$ cat src/rtl/xio_arb_pkg.sv
// Shared arbitration types and helpers for the XIO request arbiter.
//   arb_state_t : arbiter FSM state (IDLE, OFFER)
//   idx_none()  : no-winner index code (only the MSB set) for a given index width
package xio_arb_pkg;

    typedef enum logic {
        IDLE  = 1'b0,
        OFFER = 1'b1
    } arb_state_t;

    // No-winner code: bit idx_w set, lower idx_w bits clear. Callers cast to IDX_W+1 bits.
    function automatic logic [31:0] idx_none(input int unsigned idx_w);
        return 32'(1) << idx_w;
    endfunction

endpackage

$ cat src/rtl/priority_encoder_n.sv
// Combinational N-wide priority encoder with a "no winner" flag in the index MSB.
//   vec_i : request vector to encode
//   idx_o : {none, index}; none=1 when vec_i is all zero
// LSB_FIRST=1 picks the lowest set bit, LSB_FIRST=0 picks the highest set bit.
module priority_encoder_n
    import xio_arb_pkg::*;
#(
    parameter int unsigned WIDTH     = 8,
    parameter bit          LSB_FIRST = 1'b0,
    localparam int unsigned IDX_W    = $clog2(WIDTH)
) (
    input  logic [WIDTH-1:0] vec_i,
    output logic [IDX_W:0]   idx_o
);

    localparam logic [IDX_W:0] IDX_NONE = (IDX_W + 1)'(idx_none(IDX_W));

    // The last match in scan order wins, so scan direction sets the priority.
    always_comb begin
        idx_o = IDX_NONE;
        if (LSB_FIRST) begin
            for (int i = int'(WIDTH) - 1; i >= 0; i--) begin
                if (vec_i[i]) idx_o = {1'b0, IDX_W'(i)};
            end
        end else begin
            for (int i = 0; i < int'(WIDTH); i++) begin
                if (vec_i[i]) idx_o = {1'b0, IDX_W'(i)};
            end
        end
    end

endmodule

$ cat src/rtl/priority_arbiter.sv
// Registered N-channel request arbiter with valid/ready grant offer.
//   clk, rst   : clock, asynchronous active-high reset
//   req_i      : request lines (latched when STICKY=1, level when STICKY=0)
//   mask_i     : per-channel enable; masked requests stay pending but never win
//   ready_i    : consumer accepts the current offer
//   valid_o    : grant offer valid
//   index_o    : winner index, MSB set = no winner
//   grant_o    : one-hot winner, zero when !valid_o
//   pending_o  : pending register (STICKY=1) or req_i & mask_i (STICKY=0)
module priority_arbiter
    import xio_arb_pkg::*;
#(
    parameter int unsigned  NUM_REQ = 8,
    parameter int unsigned  RR_MODE = 0,
    parameter int unsigned  STICKY  = 1,
    localparam int unsigned IDX_W   = $clog2(NUM_REQ)
) (
    input  logic               clk,
    input  logic               rst,
    input  logic [NUM_REQ-1:0] req_i,
    input  logic [NUM_REQ-1:0] mask_i,
    input  logic               ready_i,
    output logic               valid_o,
    output logic [IDX_W:0]     index_o,
    output logic [NUM_REQ-1:0] grant_o,
    output logic [NUM_REQ-1:0] pending_o
);

    localparam logic [IDX_W:0]   IDX_NONE = (IDX_W + 1)'(idx_none(IDX_W));
    localparam logic [IDX_W-1:0] IDX_LAST = IDX_W'(NUM_REQ - 1);

    arb_state_t         state_q;
    logic               valid_q;
    logic [IDX_W:0]     idx_q;
    logic [NUM_REQ-1:0] grant_q;
    logic [NUM_REQ-1:0] pend_q;
    logic [NUM_REQ-1:0] pend_d;
    logic [IDX_W-1:0]   rr_ptr_q;
    logic [IDX_W-1:0]   rr_ptr_d;

    logic               accept;
    logic [NUM_REQ-1:0] clr;
    logic [NUM_REQ-1:0] elig;
    logic [NUM_REQ-1:0] upper_mask;
    logic [IDX_W:0]     fix_idx;
    logic [IDX_W:0]     rr_upper_idx;
    logic [IDX_W:0]     rr_full_idx;
    logic [IDX_W:0]     rr_idx;
    logic [IDX_W:0]     win_idx;
    logic               win_valid;
    logic [NUM_REQ-1:0] win_onehot;

    // Next pending set and the eligible vector used for this cycle's arbitration.
    // Arbitrating on the next pending value gives 1-cycle request-to-valid latency
    // and lets an accept re-arbitrate in the same cycle; a set beats a clear.
    always_comb begin
        accept = valid_q & ready_i;
        clr    = accept ? grant_q : '0;
        pend_d = (STICKY != 0) ? ((pend_q & ~clr) | req_i) : req_i;
        elig   = pend_d & mask_i;
    end

    // Round-robin pointer moves past the accepted winner; the re-arbitration in
    // the accept cycle already uses the advanced pointer.
    always_comb begin
        rr_ptr_d = rr_ptr_q;
        if (accept) begin
            rr_ptr_d = (idx_q[IDX_W-1:0] == IDX_LAST) ? '0 : idx_q[IDX_W-1:0] + IDX_W'(1);
        end
        for (int i = 0; i < int'(NUM_REQ); i++) begin
            upper_mask[i] = (32'(rr_ptr_d) <= 32'(i));
        end
    end

    priority_encoder_n #(.WIDTH(NUM_REQ), .LSB_FIRST(1'b0)) u_enc_fix (
        .vec_i (elig),
        .idx_o (fix_idx)
    );

    priority_encoder_n #(.WIDTH(NUM_REQ), .LSB_FIRST(1'b1)) u_enc_rr_upper (
        .vec_i (elig & upper_mask),
        .idx_o (rr_upper_idx)
    );

    priority_encoder_n #(.WIDTH(NUM_REQ), .LSB_FIRST(1'b1)) u_enc_rr_full (
        .vec_i (elig),
        .idx_o (rr_full_idx)
    );

    // RR: first eligible at/above the pointer, else wrap to the lowest eligible.
    always_comb begin
        rr_idx    = rr_upper_idx[IDX_W] ? rr_full_idx : rr_upper_idx;
        win_idx   = (RR_MODE != 0) ? rr_idx : fix_idx;
        win_valid = ~win_idx[IDX_W];
        for (int i = 0; i < int'(NUM_REQ); i++) begin
            win_onehot[i] = win_valid && (win_idx[IDX_W-1:0] == IDX_W'(i));
        end
    end

    // Arbiter FSM with registered offer outputs; the offer is frozen until accepted.
    always_ff @(posedge clk or posedge rst) begin
        if (rst) begin
            state_q  <= IDLE;
            valid_q  <= 1'b0;
            idx_q    <= IDX_NONE;
            grant_q  <= '0;
            pend_q   <= '0;
            rr_ptr_q <= '0;
        end else begin
            pend_q   <= (STICKY != 0) ? pend_d : '0;
            rr_ptr_q <= rr_ptr_d;
            case (state_q)
                IDLE: begin
                    if (win_valid) begin
                        state_q <= OFFER;
                        valid_q <= 1'b1;
                        idx_q   <= win_idx;
                        grant_q <= win_onehot;
                    end
                end
                OFFER: begin
                    if (ready_i) begin
                        if (win_valid) begin
                            valid_q <= 1'b1;
                            idx_q   <= win_idx;
                            grant_q <= win_onehot;
                        end else begin
                            state_q <= IDLE;
                            valid_q <= 1'b0;
                            idx_q   <= IDX_NONE;
                            grant_q <= '0;
                        end
                    end
                end
                default: begin
                    state_q <= IDLE;
                    valid_q <= 1'b0;
                    idx_q   <= IDX_NONE;
                    grant_q <= '0;
                end
            endcase
        end
    end

    assign valid_o   = valid_q;
    assign index_o   = idx_q;
    assign grant_o   = grant_q;
    assign pending_o = (STICKY != 0) ? pend_q : (req_i & mask_i);

endmodule

$ cat config.mk
export PLATFORM = sky130hd
export DESIGN_NAME = priority_arbiter
export DESIGN_NICKNAME = d
export VERILOG_FILES = /design/src/rtl/xio_arb_pkg.sv /design/src/rtl/priority_encoder_n.sv /design/src/rtl/priority_arbiter.sv
export SDC_FILE = /design/constraint.sdc
export NUM_CORES = 1
export LEC_CHECK = 0
export ABC_CLOCK_PERIOD_IN_PS = 1900
export BUFFER_PORTS_ARGS = -buffer_cell sky130_fd_sc_hd__buf_2
export CAP_MARGIN = 10
export CORE_ASPECT_RATIO = 2
export CORE_MARGIN = 2
export CORE_UTILIZATION = 44
export CTS_CLUSTER_SIZE = 20
export DETAILED_ROUTE_END_ITERATION = 16
export HOLD_SLACK_MARGIN = 0.1
export PLACE_DENSITY = 0.74
export SYNTH_ARGS = -nofsm -noshare
export SYNTH_HDL_FRONTEND = slang
export SYNTH_SLANG_ARGS = --single-unit
$ cat constraint.sdc
create_clock -name clk -period 1.9 [get_ports clk]
set_clock_uncertainty 0.2 [all_clocks]
set_input_delay 0.19 -clock clk [delete_from_list [all_inputs] [get_ports clk]]
set_output_delay 0.19 -clock clk [all_outputs]
set_load 0.01 [all_outputs]
== Word-level counts from Yosys, hierarchy flattened ==
Index checks and enable logic that the tools add are counted.

* Logic and storage cells: 54
* Output and inout port bits: 21
* Register bits after elaboration: 22

* Multiplexer cells: 23
* Reduce and logical (&&, ||, !) cells: 10
* Bitwise gates (word level): 7
* Eq/ne operators: 9

{| class="wikitable"
|+ Operators with widths
! cell !! count
|-
| 4-bit two-way mux || 11
|-
| 8-bit two-way mux || 4
|-
| 8-bit AND || 2
|-
| 8-bit one-hot mux with 2 select lines || 1
|-
| 3-bit == test, second input constant || 4
|-
| 1-bit logical AND || 8
|-
| 8-bit inverter || 1
|-
| 8-bit bitwise OR || 1
|-
| 4-bit one-hot mux with 2 select lines || 1
|-
| 3-bit by 2-bit == test with 1-bit output, second input constant || 2
|-
| 1-bit two-way mux || 4
|-
| 2-bit != test, second input constant || 2
|-
| 1-bit one-hot mux with 2 select lines || 2
|-
| 3-bit by 1-bit == test with 1-bit output, second input constant || 1
|-
| 3-bit logical NOT || 1
|-
| 1-bit inverter || 2
|-
| 2-bit AND reduction || 1
|-
| 1-bit AND || 1
|}

== Depth between registers and ports, before layout ==
Gate-level depths: netlist of run 1.

* Depth after elaboration: 19
* Gate-level depth with buffers: 7
* Gate-level depth less buffers: 5

== Modules after synthesis ==
From an unflattened synthesis of run 1, not the netlist that was laid out.

* Cells, all modules: 112
* Area total of the unflattened synthesis: 1142.3 µm²

{| class="wikitable"
|+ Modules (own cells, without submodules)
! module !! cells an instance !! instances !! seq. area each (µm²) !! area each (µm²)
|-
| priority_arbiter || 101 || 1 || 551.8 || 1072.3
|-
| priority_encoder_n || 11 || 1 || 0.0 || 70.1
|}

== Least setup slack after synthesis of run 1 ==
Ideal clock, no wire load.

* Kind: flip-flop to flip-flop
* Start: reg valid_q (netlist: valid_o)
* End: reg grant_q[1] (netlist: grant_o[1])
* Clock period less this slack: 1937 ps
* Setup time: 120 ps
* Buffers on the path: 2
* Slack: -37 ps
* Cell stages (with the launch flop): 8
* Arrival time: 1617 ps
* Cell sequence: dfrtp_1 buf_6 and4b_4 o22ai_4 a211oi_4 a31o_1 buf_6 a22o_4

* Longest elaborated chain between the ends: 19

{| class="wikitable"
|+ Ends and longest elaborated chain
! element !! RTL line !! RTL
|-
| start, declared || priority_arbiter.sv:33 || <nowiki>logic valid_q;</nowiki>
|-
| start signal, assigned || priority_arbiter.sv:104 || <nowiki>valid_q <= 1'b0;</nowiki>
|-
| start signal, assigned || priority_arbiter.sv:116 || <nowiki>valid_q <= 1'b1;</nowiki>
|-
| start signal, assigned || priority_arbiter.sv:124 || <nowiki>valid_q <= 1'b1;</nowiki>
|-
| 1-bit AND * || priority_arbiter.sv:57 || <nowiki>accept = valid_q & ready_i;</nowiki>
|-
| 8-bit two-way mux * || priority_arbiter.sv:58 || <nowiki>clr = accept ? grant_q : '0;</nowiki>
|-
| 8-bit inverter * || priority_arbiter.sv:59 || <nowiki>pend_d = (STICKY != 0) ? ((pend_q & ~clr) | req_i) : req_i;</nowiki>
|-
| 8-bit AND * || priority_arbiter.sv:59 ||
|-
| 8-bit bitwise OR * || priority_arbiter.sv:59 ||
|-
| 8-bit AND * || priority_arbiter.sv:60 || <nowiki>elig = pend_d & mask_i;</nowiki>
|-
| 4-bit two-way mux (7 in series) || priority_encoder_n.sv:27 || <nowiki>if (vec_i[i]) idx_o = {1'b0, IDX_W'(i)};</nowiki>
|-
| 4-bit two-way mux * || priority_encoder_n.sv:27 ||
|-
| branches (longest 5 deep; another with 8-bit two-way mux) || -- ||
|-
| end signal, assigned || priority_arbiter.sv:118 || <nowiki>grant_q <= win_onehot;</nowiki>
|-
| end signal, assigned || priority_arbiter.sv:126 || <nowiki>grant_q <= win_onehot;</nowiki>
|-
| end, declared || priority_arbiter.sv:35 || <nowiki>logic [NUM_REQ-1:0] grant_q;</nowiki>
|}

Every way passes the cells marked *. The select of a mux whose other input is x is not followed.
A chain may end at the register's enable or synchronous reset.

== Worst setup path in the final report of run 1 ==
Ends and elaborated chain as after synthesis.

==> results of run 1 <==
[what timing repair did]
action | CTS | global route
setup buffers | 3 | 0
hold buffers | 10 | 0
resized for setup | 4 | 5
setup endpoints to repair | 11 | 11
pin swaps | 5 | 8
gates cloned | 0 | 0
hold endpoints to repair | 31 | 0
[cells in the final DEF, fill, tap and decap left out, types with 2 or more instances in the layout]
master and instances:
a32o_1 2, inv_1 2, clkbuf_8 4, o21a_1 3
dfrtp_1 20, dlygate4sd3_1 10, and2_1 3, buf_4 13
nand2_1 15, o211ai_2 2, buf_6 4, o21ai_0 2
buf_2 39, nand3_1 3, nor2_1 5, o2bb2ai_1 5
nand4b_1 3, a21o_1 10, nand4b_2 2
[layout make-up]
class | count | area share, %
clock buffers | 4 | 3.240
inverters | 2 | 0.4418
multi-input cells | 76 | 35.94
flip-flops and latches | 22 | 32.55
well taps | 28 | 2.062
repair buffers | 66 | 25.77
[registers in the layout, summed over array words and instances (netlist names)]
name and count:
grant_o 8, index_o 4, pending_o 8, state_q 1
valid_o 1
[Yosys cell counts, types with 3 or more instances]
master / instances
a21o_1: 10
nand3_1: 3
buf_6: 3
o21a_1: 3
nor2_1: 5
dfrtp_1: 21
and2_1: 3
nand2_1: 15
nand4b_1: 3
o2bb2ai_1: 6
[worst reg2reg max path: stages, from the launching register on]
cell and delay (ns):
dfrtp_2 0.42, buf_6 0.14, and4b_4 0.19, o22ai_4 0.19, a211oi_4 0.07, a31o_4 0.24
buf_6 0.12, a22o_4 0.24
[metal layers]
layer	track usage [%]	routed length, µm	vias up
met2	41.75	1817	31
met1	22.22	1107	542
met4	11.33	100	0
met5	0	0	-
met3	2.286	109	8
li1	-	-	519
[power by group]
part	internal, µW	leakage, µW	switching [µW]
Clock	185	0.0000288	150
Combinational	126	0.000504	123
Sequential	494	0.000243	19.7
Total	805	0.000776	293
[worst max path at each step]
stage                  from    endpoint  slack, ns
floorplan           valid_o  grant_o[1]     -0.006
global placement    valid_o  grant_o[1]      -0.06
detailed placement  valid_o  grant_o[6]      -0.16
CTS                 valid_o  grant_o[1]      -0.01
global route        valid_o  grant_o[1]      -0.06
finish              valid_o  grant_o[1]      -0.01
[stage by stage]
stage                     power [µW]   TNS (ns)  hold slack, ns  instance area, µm²
after global routing            1157    -0.2507          0.1528                1699
after global placement         733.9    -0.3427         0.03710                1485
after floorplan                642.4  -0.005926        -0.02152                1187
after detailed placement       739.8     -1.342         0.04251                1485
final                           1098   -0.01450          0.1296                1699
after CTS                       1103   -0.01346          0.1123                1672
[cell families after synthesis]
family                 count (synthesis)  synth area share (%)
AND/OR/NAND/NOR                       40                 20.34
AO/OA/AOI/OAI                         35                 28.13
flip-flops                            22                 46.47
buffers and inverters                  6                 3.793
multiplexers                           1                 1.264
==> metrics.txt, run 1 <==
die footprint 3155 µm²; Num CTS Buffers 3; Synth Instances 104; Die W 40.73 µm; critical-path maximum fanout 6; via/cell ratio 5.556; clk slew on worst S/H paths 0.08 ns; total number of vias 1100; final hold vios 0; Hold Crit Class in -> reg; r2r setup slk -0.01 ns; synth unique cells 37; drt drc 0; Starting Density 46.20%; Max Root-Sink Buffers 2; first-pass GRT wire length 4995 µm; Register Area approximately 550 µm²; Max VDD drop 506.0 µV; CP Capture Type flop; # rows 26; layout cells sized above 1 46.47%; antenna viol nets, final 0; placed cells 181; Avg Cell Area, Syn 11.42 µm²; worst path bufs/invs 2; PD cells 646.0 nW/µm²; clk sinks 22; Hold Path Origin mask_i[0]; Synth top area share 44.26%; max-cap violation count 0; fmax between 500 and 600 MHz; Antenna diodes 0; fillers 220; largest net degree at the start of global routing 23; async set-or-reset flop fraction in the synthesized netlist 100.0%; CP Launch Type flop; NumNets Final 190; min Tclk post-route 1.914 ns; CP cell instances buf_6 -> and4b_4 -> o22ai_4 -> a211oi_4 -> a31o_4 -> buf_6 -> a22o_4; Setup WS pre-CTS -0.1589 ns; Top delay family on crit path compound AO/OA/AOI/OAI gates; All-Layer GR Usage a little under a quarter; Netlist Area Pre-Place 1187 µm²; failing checks negative setup slack; Slew Limit Fails 0; core area 2570 µm²; Crit path depth 7; register area share after synthesis a little under half; Max stage delay on crit path 0.42 ns; WS Path Type reg -> reg; RePlAce Congestion 0.8744; yosys warns 0; most used cell, CP buf_6; multi-input gate area in the final layout about 600 µm²; FF+latch count, synth 22; Hold Path End state_q; Final Non-Filler Cells approximately 200; r2r endpoint grant_o[1]; drt pass-1 iters 4; PnR worst setup slack -0.01450 ns; CTS Root Cell clkbuf_8; status finished with violations; die height between 70 and 80 µm; Final Util 66.11%; Least-Margin Pin Slew 0.4819 ns; initial antenna violation count 0; Worst-Skew Late Latency around 0.26 ns; CTS tree yes; Area Overhead vs Synth 43.10%; Post-synth EDFFs 0; H-tree Lvls 1; Synth area leaders dfrtp_1, a21o_1, nand2_1; Slowest-stage cell, CP dfrtp_2; I/O pin count 40; hold depth 4; total gr overflow 0; synthesized net count 123; vias in the first global route 1153; Reg2Reg Launch Point valid_o; top_reg_cell synth dfrtp_1; Lkg Pwr 0.0007764 µW; Reg2Reg Depth 7; wire per inst ~16 µm; RSZ-0062 raised after global routing true; hpwl dp around 2300 µm; Routed WL around 3100 µm; Tcrit/Tclk final 100.8%; Critical Path RT 1.85 ns; input/output buffers 39; slew margin rel. 67.76%; Arrival @ worst endpoint 1.87 ns; cell accounting for the most synthesized area dfrtp_1; Final setup violation count 1; Initial DRC Count 12
Power figures use the tool's default switching activity.
==> inputs of run 2 (changes only) <==
- CTS_BUF_LIST: default -> sky130_fd_sc_hd__clkbuf_16
==> run 2 against run 1 <==
The run still ends with negative setup slack left. First-iteration DRC count is 75% higher. Via count is 1.8% higher. Power is 10% higher. Final area is 1.4% higher. Sequential power hardly changed. Register-to-register slack hardly changed. Sequential cell count stayed put. Critical endpoint unchanged.
==> metrics.txt, run 2 (synthesized netlist as in run 1, its figures left out) <==
status finished with violations; failing checks negative setup slack; Antenna diodes 0; initial antenna violation count 0; Routed WL between 3000 and 4000 µm; Final Non-Filler Cells 198; Comb pwr share 20.7%; layout cells sized above 1 45.88%; clk sinks 22; Area Overhead vs Synth 45.10%; most frequent cells in the layout buf_2, dfrtp_1, nand2_1; die height 77.47 µm; slew margin rel. 66.79%; antenna viol nets, final 0; Hold Path Origin mask_i[0]; core area 2570 µm²; Max Root-Sink Buffers 2; final hold vios 0; most used cell, CP buf_6; Least-Margin Pin Slew 0.4963 ns; All-Layer GR Usage 23.25%; Hold Crit Class in -> reg; Flop pwr share a little over two fifths; WS Path Type reg -> reg; Tcrit/Tclk final 100.6%; Slew Limit Fails 0; Reg2Reg Launch Point valid_o; largest net degree at the start of global routing 23; Top delay family on crit path compound AO/OA/AOI/OAI gates; clk slew on worst S/H paths about 0.060 ns; CP cell instances buf_6 -> and4b_4 -> o22ai_4 -> a211oi_4 -> a31o_4 -> buf_6 -> a22o_4; Psw 307.6 µW; Clk pwr share between 30% and 40%; Starting Density between 40 and 50%; Die W a little over 40 µm; # rows 26; Arrival @ worst endpoint 1.86 ns; r2r setup slk -0.01 ns; total chip power around 1200 µW; min Tclk post-route 1.911 ns; fin area 1723 µm²; switch share 25.43%; drt pass-1 iters 4; fmax 523.2 MHz; drt drc 0; Max VDD drop 574.0 µV; CP Capture Type flop; Final setup violation count 1; critical-path maximum fanout 6; CP Launch Type flop; PnR worst setup slack -0.01149 ns; Worst-Skew Late Latency 0.26 ns; placed cells about 180; Num CTS Buffers 3; Pint 901.9 µW; die footprint 3155 µm²; first-pass GRT wire length 5016 µm; Max stage delay on crit path 0.41 ns; fillers 216; Critical Path RT about 1.8 ns; H-tree Lvls 1; PD cells 702.0 nW/µm²; RSZ-0062 raised after global routing true; r2r endpoint grant_o[1]; Initial DRC Count 21; via/cell ratio 5.657; hpwl dp 2303 µm; vias in the first global route 1135; CTS Root Cell clkbuf_16; Lkg Pwr 0.0007861 µW; worst path bufs/invs 2; RePlAce Congestion around 0.9; Slowest-stage cell, CP dfrtp_2; CTS tree yes; max-cap violation count 0; Hold WS 0.1380 ns; NumNets Final 190; total number of vias 1120; hold depth 4; input/output buffers 39; total gr overflow 0; wire per inst 16.19 µm; I/O pin count 40; post-placement cell area approximately 1500 µm²; leading cell type in the layout, fill and taps excluded buf_2; Reg2Reg Depth 7; Setup WS pre-CTS -0.1589 ns; Hold Path End state_q
[run 2: changes by cell type in the layout (fill, tap and decap cells not counted)]
| cell | before | now |
|---|---|---|
| clkinv_1 | 0 | 1 |
| clkbuf_8 | 4 | 0 |
| clkbuf_16 | 0 | 3 |
[run 2: layer usage]
metal / track usage (%) / part of all wire, % / vias up
met1: 22.64 / 36 / 553
met2: 42.22 / 57 / 35
met5: 0 / 0 / -
li1: - / - / 524
met3: 3.429 / 3.2 / 8
met4: 11.00 / 3.4 / 0
[run 2: repair_timing]
action	CTS	global route
pin swaps	5	6
hold buffers	10	0
gates resized for setup	4	5
setup buffers	3	0
endpoints found under the hold margin	31	0
setup endpoints to repair	11	11
[run 2: power by group through the flow]
stage               Sequential [µW]  Combinational, µW  Clock (µW)
detailed placement              528                212           0
global placement                526                208           0
global route                    517                272         480
floorplan                       534                108           0
finish                          515                250         445
CTS                             515                244         457
[run 2: worst max-delay path by stage]
stage               startpoint         end  slack (ns)  cells past startpoint
floorplan              valid_o  grant_o[1]      -0.006                      7
global placement       valid_o  grant_o[1]       -0.06                      6
detailed placement     valid_o  grant_o[6]       -0.16                      6
CTS                    valid_o  grant_o[1]       -0.01                      7
global route           valid_o  grant_o[1]       -0.05                      7
finish                 valid_o  grant_o[1]       -0.01                      7
[run 2: final cells by class]
cell class / instances / area [µm²] / share of cell area [%]
Timing Repair Buffer: 66 / 437.9 / 25.42
Tap cell: 28 / 35.03 / 2.033
Multi-Input combinational cell: 76 / 610.6 / 35.44
Clock buffer: 3 / 75.07 / 4.357
Clock inverter: 1 / 3.754 / 0.2179
Inverter: 2 / 7.507 / 0.4357
Sequential cell: 22 / 553.0 / 32.10
[run 2: per-stage QoR]
stage	TNS, ns	util [%]
after floorplan	-0.005926	-
after global placement	-0.3427	57.79
after detailed placement	-1.342	57.79
after CTS	-0.01136	65.97
after global routing	-0.1908	67.04
final	-0.01149	67.04
[run 2: worst register-to-register path, delay by kind of cell, from the launching register on]
kind | cells | cell delay (ns)
and+or+nand+nor | 1 | 0.19
AOI/OAI and AO/OA | 4 | 0.74
DFF | 1 | 0.41
buffers and inverters | 2 | 0.26
